### src/rtl/audio_adc_rx.sv
// I2S capture receiver for the WM8731 ADC path: oversamples BCLK/LRCK/DAT with clk
// and deserialises MSB-first left/right slots into a parallel sample pair.
module audio_adc_rx #(
    parameter int DATA_WIDTH = 16
) (
    input  logic                  clk,
    input  logic                  reset,
    input  logic                  aud_bclk,
    input  logic                  aud_adclrck,
    input  logic                  aud_adcdat,
    output logic [DATA_WIDTH-1:0] ldata,
    output logic [DATA_WIDTH-1:0] rdata,
    output logic                  sample_valid,
    output logic                  frame_err
);

    localparam int CW = $clog2(DATA_WIDTH + 1);

    typedef enum logic [1:0] {IDLE, SKIP, SHIFT, WAIT} state_t;

    logic [2:0]            bclk_sync;
    logic [2:0]            lrck_sync;
    logic [1:0]            dat_sync;
    logic                  bclk_rise;
    logic                  lrck_edge;
    logic                  lrck_now;
    logic                  dat_now;
    state_t                state;
    state_t                start_state;
    logic                  channel;
    logic [CW-1:0]         cnt;
    logic [DATA_WIDTH-1:0] shreg;
    logic [DATA_WIDTH-1:0] hold;
    logic                  left_valid;
    logic                  err_pend;

    // Bit 0 is the first synchronizer stage, bit 1 the second, bit 2 the history flop.
    always_ff @(posedge clk) begin
        if (reset) begin
            bclk_sync <= '0;
            lrck_sync <= '0;
            dat_sync  <= '0;
        end else begin
            bclk_sync <= {bclk_sync[1:0], aud_bclk};
            lrck_sync <= {lrck_sync[1:0], aud_adclrck};
            dat_sync  <= {dat_sync[0], aud_adcdat};
        end
    end

    assign bclk_rise   = bclk_sync[1] & ~bclk_sync[2];
    assign lrck_edge   = lrck_sync[1] ^ lrck_sync[2];
    assign lrck_now    = lrck_sync[1];
    assign dat_now     = dat_sync[1];
    // A BCLK rise coinciding with the LRCK edge is the delay slot itself.
    assign start_state = bclk_rise ? SHIFT : SKIP;

    always_ff @(posedge clk) begin
        if (reset) begin
            state        <= IDLE;
            channel      <= 1'b0;
            cnt          <= '0;
            shreg        <= '0;
            hold         <= '0;
            left_valid   <= 1'b0;
            ldata        <= '0;
            rdata        <= '0;
            sample_valid <= 1'b0;
            err_pend     <= 1'b0;
            frame_err    <= 1'b0;
        end else begin
            sample_valid <= 1'b0;
            err_pend     <= 1'b0;
            frame_err    <= err_pend;
            case (state)
                IDLE: begin
                    if (lrck_edge && !lrck_now) begin
                        channel    <= 1'b0;
                        left_valid <= 1'b0;
                        cnt        <= '0;
                        state      <= start_state;
                    end
                end
                SKIP: begin
                    if (lrck_edge) begin
                        channel <= lrck_now;
                        if (!lrck_now)
                            left_valid <= 1'b0;
                        cnt   <= '0;
                        state <= start_state;
                    end else if (bclk_rise) begin
                        cnt   <= '0;
                        state <= SHIFT;
                    end
                end
                SHIFT: begin
                    if (cnt == CW'(DATA_WIDTH)) begin
                        // A right word is only published when its left partner completed.
                        if (!channel) begin
                            hold       <= shreg;
                            left_valid <= 1'b1;
                        end else begin
                            if (left_valid) begin
                                ldata        <= hold;
                                rdata        <= shreg;
                                sample_valid <= 1'b1;
                            end
                            left_valid <= 1'b0;
                        end
                        if (lrck_edge) begin
                            channel <= lrck_now;
                            cnt     <= '0;
                            state   <= start_state;
                        end else begin
                            state <= WAIT;
                        end
                    end else if (lrck_edge) begin
                        err_pend   <= 1'b1;
                        left_valid <= 1'b0;
                        channel    <= lrck_now;
                        cnt        <= '0;
                        state      <= start_state;
                    end else if (bclk_rise) begin
                        shreg <= DATA_WIDTH'({shreg, dat_now});
                        cnt   <= cnt + 1'b1;
                    end
                end
                WAIT: begin
                    if (lrck_edge) begin
                        channel <= lrck_now;
                        if (!lrck_now)
                            left_valid <= 1'b0;
                        cnt   <= '0;
                        state <= start_state;
                    end
                end
                default: state <= IDLE;
            endcase
        end
    end

endmodule
### config.mk
export PLATFORM = sky130hd
export DESIGN_NAME = audio_adc_rx
export DESIGN_NICKNAME = d
export VERILOG_FILES = /design/src/rtl/audio_adc_rx.sv
export SDC_FILE = /design/constraint.sdc
export NUM_CORES = 1
export LEC_CHECK = 0
export BUFFER_PORTS_ARGS = -buffer_cell sky130_fd_sc_hd__buf_2
export CORE_MARGIN = 3
export CORE_UTILIZATION = 55
export CTS_CLUSTER_DIAMETER = 100
export DETAILED_ROUTE_END_ITERATION = 12
export HOLD_SLACK_MARGIN = 0.06
export PLACE_DENSITY_LB_ADDON = 0.1
export SLEW_MARGIN = 5
export SYNTH_ARGS = -nofsm -noshare
export SYNTH_HDL_FRONTEND = slang
export SYNTH_SLANG_ARGS = --single-unit
### constraint.sdc
create_clock -name clk -period 2.4 [get_ports clk]
set_input_delay 0 -clock clk [delete_from_list [all_inputs] [get_ports clk]]
set_output_delay 0 -clock clk [all_outputs]
set_load 0.005 [all_outputs]
==> impl_metrics.py <==
metrics = {
    "worst_setup_path": {
        "worst_setup_path_end_kind": "register",
        "start_kind": "register",
        "cp_max_fo": 17,
        "cp_data_arrival_time_ps": 2290,
        "required_ps": 2610,
        "crit_type": "reg -> reg",
    },
    "route": {
        "wl_met1_mm": 2.955,
        "drt_iter0_drc": 152,
        "wire_per_inst_um": 12.60,
        "top_layer": "met4",
        "wl_met3_um": 357,
        "vias": 2555,
        "met2_wirelength_mm": 2.752,
        "drc": 0,
        "routed_wirelength_mm": 6.198,
        "via_per_inst": 5.193,
        "firstDrtPassIters": 4,
        "drtAntennaViolNets": 0,
    },
    "run": {
        "cap_violations": 0,
    },
    "timing": {
        "finClkSkew_ps": 9.636,
        "slew_violations": 0,
        "slew_headroom_pct": 54.11,
        "fin_crit_ps": 2089,
        "rsz0062_at_grt": "false",
        "worst_pin_slew_ps": 688.3,
        "fmax_ghz": 0.4787,
        "hold_violations": 0,
        "fin_hold_ws_ps": 181.8,
        "period_share_pct": 87.04,
        "finalSetupTns_ps": 0,
        "setup_viol": 0,
    },
    "die": {
        "core_area_um2": 5335,
        "io_pins": 39,
        "num_rows": 26,
        "die-area_um2": 6685,
        "start_util_pct": 59.17,
        "die-height_um": 81.76,
        "fp.dieW_um": 81.76,
    },
    "yosys": {
        "yosys_warnings": 0,
        "yosys.area_share.simple_pct": 24.57,
        "avgSynthCellArea_um2": 8.307,
        "synth_edf_count": 0,
        "synth_ff_type": "dfxtp_1",
        "yosysTopAreaCellShare_pct": 53.27,
        "synth_common_cells": "135 x nand2_1, 84 x dfxtp_1, 69 x a21oi_1, 12 x nor2b_1, 10 x clkbuf_1",
        "synth_top_family_by_area": "simple AND/OR/NAND/NOR gates",
        "synthAdderAreaFrac_pct": 1.189,
        "synth_top_area_cell": "dfxtp_1",
        "synthXorXnorAreaFrac_pct": 0,
        "ys_ff_latch": 84,
        "synth_area_um2": 3157,
        "synth_compound_area_share_pct": 15.97,
        "ys_types": 37,
        "yosysSeqAreaShare_pct": 53.27,
        "syn_nets": 388,
        "synth.area.top_cells": "dfxtp_1 53%, nand2_1 16%, a21oi_1 11%",
        "async_flop_share_pct": 0,
        "yosysMostFrequentCell": "nand2_1",
        "yosys-mux-area-fraction_pct": 0,
        "syn_inst": 380,
    },
    "power_and_ir_drop": {
        "intPower_uw": 2034,
        "p_sw_uw": 526.2,
        "pwr-share-seq_pct": 54.9,
        "leakage_uw": 0.001301,
        "peakVddDrop_mv": 0.4760,
        "combPwrFrac_pct": 2.2,
        "p_per_area_nw_per_um2": 705.3,
        "clkPwrFrac_pct": 42.9,
        "power.switching_fraction_pct": 20.56,
    },
    "clocking": {
        "cts_tree": "yes",
        "clk_pin_slew_ps": 80,
        "htreeDepth": 3,
        "cts_buffer_depth": 2,
        "cts_buffers": 9,
        "clkSinkCount": 84,
        "cts_resized": 0,
        "cts_root_buf": "clkbuf_8",
        "clk_latency_ps": 350,
    },
    "layout": {
        "final_nets": 425,
        "fill_cells": 466,
        "syn_to_final_growth_pct": 14.98,
        "fin_area_um2": 3630,
        "drive_above_1_share_pct": 16.35,
        "num_antenna_cells": 0,
    },
    "grt": {
        "grt_antenna_before_repair": 0,
        "first_global_vias": 2328,
        "grt_use_total_pct": 20.85,
        "grt_max_degree": 39,
        "grt-ovfl-total": 0,
        "grt_pass1_wl_mm": 10.69,
    },
    "placement": {
        "io_buffers": 38,
        "dpl_cell_area_um2": 3376,
        "place_hpwl_mm": 4.191,
        "gp_congestion": 0.8358,
    },
    "worst_hold_path": {
        "hold_class": "in -> reg",
    },
    "run_status": {
        "status": "finished clean",
    },
}
==> registers in the layout (all words and copies together) (netlist names) <==
name	count
left_valid	1
cnt	5
bclk_sync	3
hold	16
shreg	16
lrck_sync	3
frame_err	1
sample_valid	1
state	2
ldata	16
channel	1
rdata	16
err_pend	1
dat_sync	2
==> cell families after synthesis <==
group | after synthesis
buffers and inverters | 29
AO/OA/AOI/OAI | 90
adder cells (fa/ha/maj) | 3
flip-flops | 84
AND/OR/NAND/NOR | 174
==> power by group through the flow <==
stage / registers [µW] / clock network (µW) / logic, µW
2_1_floorplan: 1430 / 0 / 40.2
4_1_cts: 1400 / 1120 / 56.7
6_report: 1400 / 1100 / 56.4
3_5_place_dp: 1440 / 0 / 52.7
3_3_place_gp: 1440 / 0 / 53.1
5_1_grt: 1410 / 1180 / 62.9
==> repair_timing <==
action,4_1_cts,5_1_grt
setup buffers,0,0
hold buffers,3,0
hold endpoints to repair,3,0
==> placed cells by master (no fill, tap or decap), types with 2 or more instances in the layout <==
cell,Yosys,layout
a211oi_1,2,2
a21oi_1,69,69
a31oi_1,2,2
buf_2,9,38
buf_4,0,8
bufinv_16,0,2
clkbuf_8,0,10
clkinv_2,0,2
dfxtp_1,84,84
dlygate4sd3_1,0,3
ha_1,3,3
inv_1,5,5
nand2_1,135,135
nand2b_1,2,2
nand3_1,4,4
nor2_1,4,4
nor2b_1,12,12
nor3_1,2,2
nor3_2,2,2
o211ai_1,2,2
o21ai_0,8,8
or3_1,2,2
==> path summary, 6_finish.rpt <==
check,from,end,slack (ps),depth (start not counted)
setup reg to reg,cnt[0]$_SDFFE_PP0P_,hold[11]$_SDFFE_PP0P_,310,6
hold reg to reg,dat_sync[1]$_SDFF_PP0_,shreg[0]$_SDFFE_PP0P_,440,2
setup / recovery,cnt[0]$_SDFFE_PP0P_,hold[11]$_SDFFE_PP0P_,310,6
hold / removal,reset,frame_err$_SDFF_PP0_,180,2
==> routing by layer <==
metal  GRT usage [%]  vias to the layer above
met5               0                        -
met4           9.967                        0
met3           3.947                       11
met2           31.83                       67
met1           28.42                     1138
li1                -                     1339
==> worst max-delay path, cell delays in order (launching register included) <==
cell and delay (ps):
dfxtp_1 350, inv_1 80, ha_1 160, nand4bb_1 370, or3_1 740, nand2_1 170, a21oi_1 80
==> cell type report <==
cell class | instances | area, µm² | area share, %
Clock inverter | 6 | 86.33 | 2.378
Timing Repair Buffer | 50 | 300.3 | 8.273
Sequential cell | 84 | 1682 | 46.33
Clock buffer | 10 | 137.6 | 3.792
Inverter | 5 | 18.77 | 0.5171
Tap cell | 70 | 87.58 | 2.413
Multi-Input combinational cell | 267 | 1318 | 36.30
==> stage by stage <==
step,utilization (%),worst slack (ps),power [µW],std cells
2_1_floorplan,-,608.9,1475,380
3_3_place_gp,63.27,396.6,1490,473
3_5_place_dp,63.27,312.5,1490,473
4_1_cts,68.03,294.8,2586,492
5_1_grt,68.03,126.7,2649,492
6_report,68.03,310.9,2560,492
Power figures use the tool's default switching activity.
